===== src/rtl/mmio_pwm_timer.sv =====
// Memory-mapped LED / RGB PWM / microsecond-millisecond timer peripheral.
// Optional millisecond compare + sticky interrupt when MMIO_PWM_TIMER_CMP_EN is defined.
module mmio_pwm_timer #(
    parameter logic [31:0] BASE_ADDR      = 32'hFFFF_FF00,
    parameter int          CLK_PER_US     = 12,
    parameter int          US_PER_MS      = 1000,
    parameter int          LED_ACTIVE_LOW = 1
) (
    input  logic        clk,
    input  logic        reset,
    input  logic        write_mem,
    input  logic [2:0]  funct3,
    input  logic [31:0] write_address,
    input  logic [31:0] write_data,
    input  logic [31:0] read_address,
    output logic [31:0] read_data,
    output logic        hit_q,
`ifdef MMIO_PWM_TIMER_CMP_EN
    output logic        irq,
`endif
    output logic        led,
    output logic        red,
    output logic        green,
    output logic        blue
);

    localparam logic        INV     = (LED_ACTIVE_LOW != 0);
    localparam logic [15:0] US_LAST = 16'(CLK_PER_US - 1);
    localparam logic [15:0] MS_LAST = 16'(US_PER_MS - 1);

    logic        led_reg;
    logic [7:0]  duty_r, duty_g, duty_b;
    logic [31:0] micros, millis;
    logic [15:0] us_div, ms_div;
    logic [7:0]  pwm_cnt;
    logic        us_wrap, ms_wrap;

    logic        wr_hit;
    logic [5:0]  wr_word;
    logic [3:0]  be;
    logic [31:0] wdata_al;

    logic        rd_hit;
    logic [31:0] rd_word, rd_ext;
    logic [7:0]  rd_byte;
    logic [15:0] rd_half;

`ifdef MMIO_PWM_TIMER_CMP_EN
    logic [31:0] millis_cmp;
    logic        irq_stat;
    logic        irq_set, irq_clr;
    assign irq = irq_stat;
`else
    logic unused_wr;
    assign unused_wr = ^{be[3:1], wdata_al[31:8]};
`endif

    // Stores become a byte-enable mask plus lane-replicated data; illegal sizes/alignments give an empty mask.
    always_comb begin
        wr_hit   = write_mem && (write_address[31:8] == BASE_ADDR[31:8]);
        wr_word  = write_address[7:2];
        be       = 4'b0000;
        wdata_al = 32'h0;
        if (wr_hit) begin
            case (funct3)
                3'b000: begin
                    be       = 4'b0001 << write_address[1:0];
                    wdata_al = {4{write_data[7:0]}};
                end
                3'b001: if (!write_address[0]) begin
                    be       = write_address[1] ? 4'b1100 : 4'b0011;
                    wdata_al = {2{write_data[15:0]}};
                end
                3'b010: if (write_address[1:0] == 2'b00) begin
                    be       = 4'b1111;
                    wdata_al = write_data;
                end
                default: ;
            endcase
        end
    end

    always_ff @(posedge clk) begin
        if (!reset) begin
            led_reg <= 1'b0;
            duty_r  <= 8'h00;
            duty_g  <= 8'h00;
            duty_b  <= 8'h00;
        end else if (be[0]) begin
            case (wr_word)
                6'h00:   led_reg <= wdata_al[0];
                6'h01:   duty_r  <= wdata_al[7:0];
                6'h02:   duty_g  <= wdata_al[7:0];
                6'h03:   duty_b  <= wdata_al[7:0];
                default: ;
            endcase
        end
    end

    assign us_wrap = (us_div == US_LAST);
    assign ms_wrap = us_wrap && (ms_div == MS_LAST);

    always_ff @(posedge clk) begin
        if (!reset) begin
            us_div <= 16'h0;
            ms_div <= 16'h0;
            micros <= 32'h0;
            millis <= 32'h0;
        end else if (us_wrap) begin
            us_div <= 16'h0;
            micros <= micros + 32'd1;
            ms_div <= ms_wrap ? 16'h0 : ms_div + 16'd1;
            if (ms_wrap)
                millis <= millis + 32'd1;
        end else begin
            us_div <= us_div + 16'd1;
        end
    end

`ifdef MMIO_PWM_TIMER_CMP_EN
    assign irq_set = ms_wrap && ((millis + 32'd1) == millis_cmp);
    assign irq_clr = be[0] && (wr_word == 6'h07) && wdata_al[0];

    // A match on the same edge as a software clear keeps the flag set.
    always_ff @(posedge clk) begin
        if (!reset) begin
            millis_cmp <= 32'h0;
            irq_stat   <= 1'b0;
        end else begin
            irq_stat <= irq_set | (irq_stat & ~irq_clr);
            if (wr_word == 6'h06) begin
                for (int i = 0; i < 4; i++)
                    if (be[i])
                        millis_cmp[8*i +: 8] <= wdata_al[8*i +: 8];
            end
        end
    end
`endif

    always_ff @(posedge clk) begin
        if (!reset) begin
            pwm_cnt <= 8'h00;
            red     <= INV;
            green   <= INV;
            blue    <= INV;
        end else begin
            pwm_cnt <= pwm_cnt + 8'd1;
            red     <= (pwm_cnt < duty_r) ^ INV;
            green   <= (pwm_cnt < duty_g) ^ INV;
            blue    <= (pwm_cnt < duty_b) ^ INV;
        end
    end

    assign led = led_reg ^ INV;

    // Load path reads pre-store register values, so a same-edge store is not visible yet.
    always_comb begin
        rd_hit = (read_address[31:8] == BASE_ADDR[31:8]);
        case (read_address[7:2])
            6'h00:   rd_word = {31'h0, led_reg};
            6'h01:   rd_word = {24'h0, duty_r};
            6'h02:   rd_word = {24'h0, duty_g};
            6'h03:   rd_word = {24'h0, duty_b};
            6'h04:   rd_word = micros;
            6'h05:   rd_word = millis;
`ifdef MMIO_PWM_TIMER_CMP_EN
            6'h06:   rd_word = millis_cmp;
            6'h07:   rd_word = {31'h0, irq_stat};
`endif
            default: rd_word = 32'h0;
        endcase
        case (read_address[1:0])
            2'b00:   rd_byte = rd_word[7:0];
            2'b01:   rd_byte = rd_word[15:8];
            2'b10:   rd_byte = rd_word[23:16];
            default: rd_byte = rd_word[31:24];
        endcase
        rd_half = read_address[1] ? rd_word[31:16] : rd_word[15:0];
        rd_ext  = 32'h0;
        case (funct3)
            3'b000: rd_ext = {{24{rd_byte[7]}}, rd_byte};
            3'b100: rd_ext = {24'h0, rd_byte};
            3'b001: if (!read_address[0]) rd_ext = {{16{rd_half[15]}}, rd_half};
            3'b101: if (!read_address[0]) rd_ext = {16'h0, rd_half};
            3'b010: if (read_address[1:0] == 2'b00) rd_ext = rd_word;
            default: ;
        endcase
        if (!rd_hit)
            rd_ext = 32'h0;
    end

    always_ff @(posedge clk) begin
        if (!reset) begin
            read_data <= 32'h0;
            hit_q     <= 1'b0;
        end else begin
            read_data <= rd_ext;
            hit_q     <= rd_hit;
        end
    end

endmodule

===== config.mk =====
export PLATFORM = sky130hd
export DESIGN_NAME = mmio_pwm_timer
export DESIGN_NICKNAME = d
export VERILOG_FILES = /design/src/rtl/mmio_pwm_timer.sv
export SDC_FILE = /design/constraint.sdc
export NUM_CORES = 1
export LEC_CHECK = 0
export ABC_AREA = 1
export BUFFER_PORTS_ARGS = -buffer_cell sky130_fd_sc_hd__buf_2
export CAP_MARGIN = 25
export CORE_ASPECT_RATIO = 1.5
export CORE_MARGIN = 8
export CORE_UTILIZATION = 45
export DETAILED_ROUTE_END_ITERATION = 8
export HOLD_SLACK_MARGIN = 0.1
export PLACE_DENSITY = 0.65
export SLEW_MARGIN = 15
export SYNTH_ARGS = -nofsm -noshare
export SYNTH_HDL_FRONTEND = slang
export SYNTH_SLANG_ARGS = --single-unit

===== constraint.sdc =====
create_clock -name clk -period 5 [get_ports clk]
set_input_delay 0.75 -clock clk [delete_from_list [all_inputs] [get_ports clk]]
set_output_delay 0.75 -clock clk [all_outputs]
set_load 0.005 [all_outputs]

==> results of run 1 <==
[layout by cell type, fill, tap and decap left out, types with 14 or more instances in the layout]
cell type / instances
nand2_1: 413
o21ai_0: 37
nand4_1: 42
clkbuf_16: 17
ha_1: 26
inv_1: 155
a21oi_2: 21
nand3_1: 86
nor3_1: 53
nor2_1: 179
a21oi_1: 113
xor2_1: 36
buf_2: 114
dfxtp_1: 165
inv_2: 14
a22oi_1: 20
[per-stage QoR]
stage / hold slack [ns] / setup WS, ns
global route: 0.5035 / 1.535
floorplan: 0.4294 / 3.008
finish: 0.4609 / 1.897
global placement: 0.4487 / 1.870
CTS: 0.4675 / 1.868
detailed placement: 0.4504 / 1.880
[power groups by stage]
stage	combinational [mW]	sequential [mW]	clock, mW
global route	0.162	1.33	1.43
detailed placement	0.143	1.36	0
CTS	0.144	1.33	1.38
global placement	0.140	1.36	0
floorplan	0.0845	1.35	0
finish	0.144	1.33	1.36
[per-layer routing]
metal  up-vias  wire length [um]
met5         -                 0
met4         0              1718
met3        98              1328
met2       283             15810
met1      4625             11900
li1       5149                 -
[worst max-delay path by stage]
stage	startpoint	endpoint	cells past startpoint
after global placement	us_div[0]	ms_div[7]	11
after detailed placement	us_div[0]	ms_div[7]	11
after CTS	us_div[0]	millis[8]	10
final	us_div[0]	millis[8]	10
after floorplan	write_address[29]	duty_r[1]	8
after global routing	us_div[11]	millis[31]	10
[worst register-to-register path: stages, from the launching register on]
cell	delay (ns)
dfxtp_1	0.37
ha_1	0.20
nand3_1	0.08
nor2_1	0.14
nand2_2	0.38
inv_2	0.64
nand3_1	0.17
buf_4	0.30
inv_2	0.47
o21ai_1	0.14
a21oi_1	0.14
[logic make-up after synthesis]
logic type | synth area share
adder cells (fa/ha/maj) | 0.03303
buffers and inverters | 0.08638
XOR/XNOR | 0.04179
AO/OA/AOI/OAI | 0.1430
AND/OR/NAND/NOR | 0.3604
flip-flops | 0.3354
[cell type report]
cell class	count	area share
clock inverter	12	0.01387
sequential	165	0.2954
inverter	169	0.05672
clock buffer	20	0.03994
tap	272	0.03043
multi-input combinational	1133	0.5093
timing repair buffer	119	0.05437
==> flow_summary_export.csv, run 1 <==
group,metric,value,unit
route,drt_pre_antenna_iters,5,
placement,dp_hpwl,23810,um
power,internal_power,2.173,mW
clocking,cts_resized,0,
synthesis,netlist.area_leader.share,0.3354,
synthesis,synth_edf_count,0,
timing,finalHoldViolCount,0,
synthesis,ys_ff_latch,165,
layout,drive_gt1_frac,0.1316,
floorplanning,core_area,0.02155,mm2
synthesis,yosysTopAreaCell,"dfxtp_1",
global_route,overflow,0,
worst_setup_path,cp.arrival,3.46,ns
synthesis,ys_types,45,
route,postRouteAntennaNets,0,
timing,skew,0.01276,ns
worst_setup_path,r2r_start,"us_div[0]",
global_route,grtUsageMet1,0.2449,
worst_setup_path,timing.rr.end,"millis[8]",
route,via_count,10160,
layout,nFillCells,2255,
worst_hold_path,min_path_cells,1,
route,drcViolationCount,0,
timing,worst_slew_pin_slew,0.6822,ns
power,power.share.sequential,0.469,
outcome,status,"complete, no violations",
layout,design_area,0.01118,mm2
run,max-cap-violations,0,
worst_hold_path,hold_start,"us_div[0]",
timing,fmax,0.3222,GHz
global_route,use_met3,0.04506,
power,p_switching,0.6549,mW
route,wire_per_inst,16.27,um
power,power_density,252.9,mW/mm2
global_route,grt_usage,0.2306,
clocking,cts_tree,"done",
clocking,clockBufferDepth,2,
route,drt_iter0_markers,648,
power,finalPower,2.828,mW
clocking,clkSinkCount,165,
global_route,grt_pass1_wl,49180,um
layout,area_growth,13.54,%
power,power.share.clock,0.480,
power,vdd_drop_max,240.7,uV
layout,reg.largest.list,"micros x32, millis x32, read_data x32",
floorplanning,io_pins,139,
route,vias_per_cell,5.373,
floorplanning,dieHeight,197.2,um
synthesis,synth_common_cells,"nand2_1 (413), nor2_1 (179), dfxtp_1 (165)",
synthesis,yosysWarnings,0,
worst_setup_path,start_kind,"register",
synthesis,async_flop_share,0,
timing,relSlewSlack,0.5447,
worst_setup_path,path_buf_inv,3,
timing,rsz0062_at_grt,"no",
synthesis,synthFlopType,"dfxtp_1",
worst_setup_path,end_kind,"register",
floorplanning,rows,66,
layout,final-seq-area,0.003303,mm2
synthesis,synth_nets,1637,
timing,fin_crit_sh,0.6206,
synthesis,synthCells,1509,
synthesis,synth_most_common_cell,"nand2_1",
layout,fin_util,0.5189,
worst_setup_path,r2r_cells,10,
worst_setup_path,cpMaxStageDelayCell,"inv_2",
global_route,grt_pass1_vias,9837,
floorplanning,initial_utilization,0.4570,
layout,multi_input_area,0.005695,mm2
power,p_comb_frac,0.051,
worst_setup_path,cp_top_family,"buffers and inverters",
worst_setup_path,critPathRequiredTime,5.36,ns
worst_hold_path,hp-class,"register to register",
clocking,post_cts_buffers,0,
global_route,top_usage_layer,"met2",
layout,layout.nets,1733,
placement,portBuffers,114,
synthesis,synthTopCellsByArea,"dfxtp_1 (34%), nand2_1 (16%), nor2_1 (6.8%), inv_1 (5.9%), a21oi_1 (5.7%)",
placement,placed_area,0.01058,mm2
synthesis,syn_area_per_cell,6.527,um2
clocking,clk_pin_slew,0.06,ns
floorplanning,die_w,136.8,um
power,swShare,0.2316,
synthesis,yosysSeqAreaShare,0.3354,
placement,routabilityCongestion,0.9559,
floorplanning,die_area,0.02698,mm2
timing,setup_violations,0,
clocking,holdBufCountCts,0,
synthesis,netlist_area,0.009849,mm2
route,wirelength,30760,um
worst_setup_path,critPathKind,"register to register",
clocking,cts_buffers,17,
worst_setup_path,cp_cell_sequence,"ha_1 -> nand3_1 -> nor2_1 -> nand2_2 -> inv_2 -> nand3_1 -> buf_4 -> inv_2 -> o21ai_1 -> a21oi_1",
worst_setup_path,cpPeakStageDelay,0.63,ns
global_route,grt_antenna_before_repair,0,
worst_hold_path,worstHoldEndpoint,"us_div[0]",
clocking,cts-root-buf,"clkbuf_16",
layout,diodes,0,
timing,finalSetupTns,0,ns
timing,drv_slew,0,
layout,fin_cells,1890,
global_route,use_met2,0.4095,
worst_setup_path,crit_fanout,31,
power,p_leak,4.354,nW
worst_setup_path,rrSetupSlack,1.90,ns
timing,period_needed,3.103,ns
global_route,grt_max_degree,46,
clocking,insertion_delay,0.44,ns
clocking,htree_levels,4,
placement,placed_cells,1858,
(Power assumes the default switching activity.)
==> run 2: changes to the inputs <==
--- a/config.mk
+++ b/config.mk
@@ -5,7 +5,7 @@
 export SDC_FILE = /design/constraint.sdc
 export NUM_CORES = 1
 export LEC_CHECK = 0
-export ABC_AREA = 1
+export ABC_AREA = 0
 export BUFFER_PORTS_ARGS = -buffer_cell sky130_fd_sc_hd__buf_2
 export CAP_MARGIN = 25
 export CORE_ASPECT_RATIO = 1.5
@@ -13,7 +13,7 @@
 export CORE_UTILIZATION = 45
 export DETAILED_ROUTE_END_ITERATION = 8
 export HOLD_SLACK_MARGIN = 0.1
-export PLACE_DENSITY = 0.65
+export PLACE_DENSITY = 0.68
 export SLEW_MARGIN = 15
 export SYNTH_ARGS = -nofsm -noshare
 export SYNTH_HDL_FRONTEND = slang
==> constraint.sdc (replaced) <==
create_clock -name clk -period 2.8 [get_ports clk]
set_input_delay 0.42 -clock clk [delete_from_list [all_inputs] [get_ports clk]]
set_output_delay 0.42 -clock clk [all_outputs]
set_load 0.005 [all_outputs]
==> run 2 against run 1 <==
Compared with the run above: register-to-register slack lost 1.6 ns; sequential power is 78% higher; global-route usage decreased by 4.0 points; via count down 27%; critical endpoint is now millis[16].
==> flow_summary_export.csv, run 2 <==
group,metric,value,unit
outcome,status,"complete, no violations",
worst_setup_path,cpPeakStageDelay,0.53,ns
synthesis,async_flop_share,0,
worst_setup_path,cpMaxStageDelayCell,"or4_1",
route,drt_pre_antenna_iters,8,
floorplanning,die_area,0.02362,mm2
layout,drive_gt1_frac,0.1821,
layout,design_area,0.01001,mm2
placement,dp_hpwl,17280,um
worst_setup_path,cp.depth,7,
timing,rsz0062_at_grt,"no",
layout,layout.nets,1237,
timing,finalHoldViolCount,0,
run,max-cap-violations,0,
timing,skew,0.008552,ns
timing,fmax,0.3994,GHz
global_route,grt_usage,0.1910,
clocking,htree_levels,4,
route,via_count,7414,
worst_setup_path,crit_fanout,11,
floorplanning,io_pins,139,
worst_setup_path,critPathRequiredTime,3.14,ns
floorplanning,dieHeight,184.3,um
clocking,holdBufCountCts,0,
worst_setup_path,path_buf_inv,1,
worst_setup_path,end_kind,"register",
worst_setup_path,critPathKind,"register to register",
clocking,insertion_delay,0.43,ns
synthesis,syn_area_per_cell,8.579,um2
timing,period_needed,2.504,ns
timing,fin_crit_sh,0.8941,
clocking,cts_tree,"done",
route,vias_per_cell,5.404,
route,postRouteAntennaNets,0,
layout,reg.largest.list,"micros x32, millis x32, read_data x32",
worst_setup_path,rrSetupSlack,0.30,ns
synthesis,netlist_area,0.008493,mm2
layout,mostFrequentLayoutCells,"dfxtp_1 (165), nand2_1 (138), buf_2 (113), nor2_1 (55)",
synthesis,synthFlopType,"dfxtp_1",
placement,placed_area,0.009459,mm2
worst_setup_path,cp_cell_sequence,"or4_1 -> nor4_1 -> nand4_1 -> nor4_1 -> buf_4 -> nand4_1 -> mux2i_1",
synthesis,synth_common_cells,"dfxtp_1 (165), nand2_1 (138), nor2_1 (55)",
synthesis,yosysTopAreaCell,"dfxtp_1",
clocking,cts_buffers,17,
placement,routabilityCongestion,0.8955,
worst_setup_path,cp.arrival,2.84,ns
floorplanning,die_w,128.2,um
route,wirelength,22480,um
timing,setup_violations,0,
synthesis,ys_types,58,
power,power_density,478.4,mW/mm2
synthesis,synthTopCellsByArea,"dfxtp_1 (39%), nand2_1 (6.1%), mux2i_1 (5.9%), ha_1 (3.8%), xnor2_1 (3.8%)",
synthesis,synth_edf_count,0,
synthesis,synth_nets,1118,
global_route,grt_pass1_vias,7184,
layout,fin_util,0.5396,
floorplanning,rows,61,
layout,area_growth,17.84,%
worst_hold_path,min_path_cells,3,
worst_setup_path,cp_top_family,"simple AND/OR/NAND/NOR gates",
layout,final_common_cell,"dfxtp_1",
worst_setup_path,start_kind,"register",
timing,worst_slew_pin_slew,0.8759,ns
synthesis,synthCells,990,
layout,nFillCells,1741,
clocking,cts-root-buf,"clkbuf_16",
clocking,clkSinkCount,165,
synthesis,netlist.area_leader.share,0.3889,
route,drcViolationCount,0,
global_route,grt_max_degree,94,
layout,diodes,0,
floorplanning,core_area,0.01855,mm2
timing,drv_slew,0,
power,p_leak,4.001,nW
floorplanning,initial_utilization,0.4579,
placement,portBuffers,114,
worst_hold_path,hp-class,"input port to register",
route,drt_iter0_markers,564,
worst_setup_path,r2r_cells,7,
power,finalPower,4.788,mW
power,vdd_drop_max,381.1,uV
synthesis,synth_most_common_cell,"dfxtp_1",
synthesis,yosysSeqAreaShare,0.3889,
global_route,grt_pass1_wl,35830,um
timing,relSlewSlack,0.4161,
clocking,clk_pin_slew,0.06,ns
global_route,overflow,0,
clocking,clockBufferDepth,2,
global_route,grt_antenna_before_repair,0,
synthesis,yosysWarnings,0,
synthesis,ys_ff_latch,165,
route,wire_per_inst,16.39,um
timing,finalSetupTns,0,ns
[run 2: changes by cell type after synthesis, moves of 37 or more]
cell      before  now
nand2_1      413  138
inv_1        156   35
nor3_1        53   16
nor2_1       179   55
nand2b_1       0   42
a21oi_1      113   39
mux2i_1        0   50
[run 2: worst register-to-register path, delay by kind of cell, from the launching register on]
kind,cells,cell delay [ns]
AND/OR/NAND/NOR,5,1.62
flip-flops,1,0.34
buffers and inverters,1,0.25
multiplexers,1,0.21
[run 2: repair_timing]
action / CTS / global route
hold endpoints to repair: 0 / 0
setup endpoints to repair: 0 / 15
setup buffers: 0 / 0
resized for setup: 0 / 2
[run 2: final cells by class]
class / instances / area [um2] / area share
clock buffer: 22 / 464.2 / 0.04638
multi-input combinational: 741 / 4856 / 0.4852
timing repair buffer: 149 / 860.8 / 0.08601
clock inverter: 8 / 77.57 / 0.007751
inverter: 35 / 131.4 / 0.01313
tap: 252 / 315.3 / 0.03150
sequential: 165 / 3303 / 0.3300
[run 2: worst paths after layout]
check	start	end
worst min register to register	us_div[0]	us_div[0]
worst min-delay path	write_data[7]	duty_b[7]
worst max register to register	ms_div[12]	millis[16]
worst max-delay path	ms_div[12]	millis[16]
[run 2: cell families after synthesis]
family	share of synthesized area
flip-flops	0.3889
AO/OA/AOI/OAI	0.1288
XOR/XNOR	0.05878
multiplexers	0.06025
buffers and inverters	0.04199
adder cells (fa/ha/maj)	0.03830
AND/OR/NAND/NOR	0.2830
[run 2: metal layers]
metal | global-route usage | routed length [um] | up-vias
li1 | - | - | 3751
met1 | 0.2007 | 8704 | 3491
met2 | 0.3556 | 12340 | 132
met3 | 0.03500 | 692 | 40
met4 | 0.09360 | 743 | 0
met5 | 0 | 0 | -
[run 2: where the power goes]
group	internal, mW	switching, mW	leakage, nW
registers	2.36	0.0104	1.33
clock network	1.26	0.924	0.262
logic	0.100	0.136	2.41
total	3.72	1.07	4.00
[run 2: metrics by stage]
stage	hold slack, ns	setup slack [ns]	instances
after floorplan	0.4260	0.1726	990
final	0.2486	0.2964	1372
after detailed placement	0.4573	0.1568	1342
after CTS	0.2290	0.1452	1372
after global routing	0.2469	0.03480	1372
after global placement	0.4493	0.1742	1342
==> run 3: changes to the inputs <==
==> constraint.sdc (replaced) <==
create_clock -name clk -period 2.8 [get_ports clk]
set_input_delay 0.14 -clock clk [delete_from_list [all_inputs] [get_ports clk]]
set_output_delay 0.14 -clock clk [all_outputs]
set_load 0.005 [all_outputs]
==> run 3 against run 2 <==
Compared with the run above: global-route usage about the same; clock power up 19%; hold slack worse by 0.091 ns; core utilization up 1.2 points; critical endpoint is now hit_q; clock skew about the same; register-to-register slack better by 0.05 ns; combinational power up 6%; clock-buffer cell count down 1; power up 9.1%; cell count up 0.73%.
==> flow_summary_export.csv, run 3 (synthesized netlist as in run 2, its figures left out) <==
group,metric,value,unit
worst_setup_path,critPathMostFrequentCell,"dlygate4sd3_1",
timing,setup_ws,0.2006,ns
worst_setup_path,crit_fanout,3,
worst_setup_path,cp_top_family,"buffers and inverters",
global_route,grt_antenna_before_repair,0,
route,drt_pre_antenna_iters,6,
layout,area_growth,20.36,%
route,drt_iter0_markers,494,
global_route,grtUsageMet1,0.2034,
timing,finalSetupTns,0,ns
timing,skew,0.008268,ns
route,vias_per_cell,5.394,
worst_setup_path,rrSetupSlack,0.35,ns
layout,nFillCells,1715,
worst_setup_path,path_buf_inv,6,
worst_setup_path,cpPeakStageDelay,0.59,ns
layout,mostFrequentLayoutCells,"dfxtp_1 (165), nand2_1 (137), buf_2 (113), nor2_1 (55)",
clocking,clkSinkCount,165,
timing,fmax,0.3847,GHz
layout,fin_util,0.5512,
route,postRouteAntennaNets,0,
worst_setup_path,critPathRequiredTime,3.17,ns
route,wire_per_inst,16.39,um
clocking,clk_pin_slew,0.06,ns
global_route,grt_usage,0.1910,
worst_setup_path,start_kind,"input port",
layout,reg.largest.list,"micros x32, millis x32, read_data x32",
global_route,use_met3,0.03037,
global_route,overflow,0,
timing,finalHoldViolCount,0,
worst_hold_path,hp-class,"input port to register",
clocking,htree_levels,4,
timing,relSlewSlack,0.3846,
placement,pre_cts_ws,0.2360,ns
power,vdd_drop_max,349.3,uV
layout,final_common_cell,"dfxtp_1",
clocking,cts_buffers,17,
floorplanning,initial_utilization,0.4579,
worst_setup_path,end_kind,"register",
global_route,grt_pass1_vias,7316,
layout,diodes,0,
placement,dp_hpwl,17060,um
global_route,use_met2,0.3516,
layout,drive_gt1_frac,0.1743,
worst_setup_path,critPathKind,"input port to register",
route,wirelength,22650,um
layout,multi_input_area,0.004851,mm2
worst_setup_path,cpMaxStageDelayCell,"dlygate4sd3_1",
layout,final-seq-area,0.003303,mm2
timing,worst_slew_pin_slew,0.9160,ns
global_route,grt_pass1_wl,35900,um
power,p_leak,4.085,nW
layout,layout.nets,1245,
clocking,insertion_delay,0.43,ns
worst_setup_path,cp.arrival,2.97,ns
outcome,status,"complete, no violations",
floorplanning,dieHeight,184.3,um
floorplanning,rows,61,
timing,drv_slew,0,
global_route,top_usage_layer,"met2",
clocking,cts-root-buf,"clkbuf_16",
global_route,grt_max_degree,82,
worst_setup_path,cp_cell_sequence,"dlygate4sd3_1 -> buf_2 -> nand2_1 -> dlygate4sd3_1 -> nor4_1 -> dlygate4sd3_1 -> nand2_1 -> inv_1 -> dlygate4sd3_1",
placement,portBuffers,114,
route,via_count,7454,
clocking,cts_tree,"done",
timing,period_needed,2.599,ns
floorplanning,die_w,128.2,um
placement,routabilityCongestion,0.8507,
timing,setup_violations,0,
run,max-cap-violations,0,
floorplanning,io_pins,139,
floorplanning,die_area,0.02362,mm2
floorplanning,core_area,0.01855,mm2
route,drcViolationCount,0,
clocking,clockBufferDepth,2,
power,power_density,511.0,mW/mm2
timing,fin_crit_sh,0.9283,
==> run 3: cell types whose count changed in the layout (fill, tap and decap cells not counted) <==
| cell | before | now |
|---|---|---|
| and4_2 | 1 | 0 |
| and4_1 | 7 | 8 |
| buf_4 | 34 | 25 |
| clkinvlp_4 | 2 | 1 |
| clkinv_2 | 3 | 1 |
| clkbuf_1 | 3 | 2 |
| nor4b_1 | 0 | 1 |
| bufinv_16 | 1 | 5 |
| nand2_1 | 138 | 137 |
| nor4b_2 | 1 | 0 |
| clkinv_4 | 1 | 3 |
| nand2_2 | 0 | 1 |
| dlygate4sd3_1 | 0 | 17 |
==> run 3: final cells by class <==
cell class,count,share of cell area
clock buffers,21,0.04504
inverters,35,0.01285
multi-input cells,741,0.4745
clock inverters,11,0.01934
well taps,252,0.03084
repair buffers,157,0.09425
flip-flops and latches,165,0.3231
==> run 3: worst min-delay path, cell delays in order <==
cell       delay [ns]
buf_2            0.15
a21oi_1          0.06
nor2_1           0.08
a2111oi_0        0.09
==> run 3: final timing paths <==
path / from / endpoint / depth (start not counted)
worst max register to register: us_div[0] / micros[28] / 7
worst min register to register: duty_b[5] / duty_b[5] / 2
worst max-delay path: read_address[17] / hit_q / 9
worst min-delay path: read_address[0] / read_data[0] / 4
==> run 3: what timing repair did <==
| action | CTS | global route |
|---|---|---|
| hold buffers | 17 | 0 |
| hold endpoints to repair | 35 | 0 |
| gates resized for setup | 0 | 1 |
| setup endpoints to repair | 0 | 16 |
| buffers inserted | 0 | 0 |
==> run 3: where the power goes <==
part | switching [mW] | total [mW] | leakage (nW) | internal, mW
Combinational | 0.139 | 0.251 | 2.44 | 0.112
Clock | 0.968 | 2.60 | 0.318 | 1.64
Sequential | 0.0108 | 2.37 | 1.33 | 2.36
==> run 3: per-layer routing <==
| layer | share of wire | vias up |
|---|---|---|
| met1 | 0.39 | 3494 |
| met2 | 0.54 | 152 |
| met3 | 0.030 | 51 |
| met4 | 0.038 | 0 |
| li1 | - | 3757 |
| met5 | 0 | - |
==> run 3: stage by stage <==
step                hold WS, ns  total power, mW  cell area, um2  cells
global placement         0.4020            2.653            9392   1333
floorplan                0.2704            2.555            8493    990
finish                   0.1575            5.224           10220   1382
detailed placement       0.4035            2.655            9392   1333
CTS                      0.1227            5.263           10220   1382
global route             0.2119            5.377           10220   1382
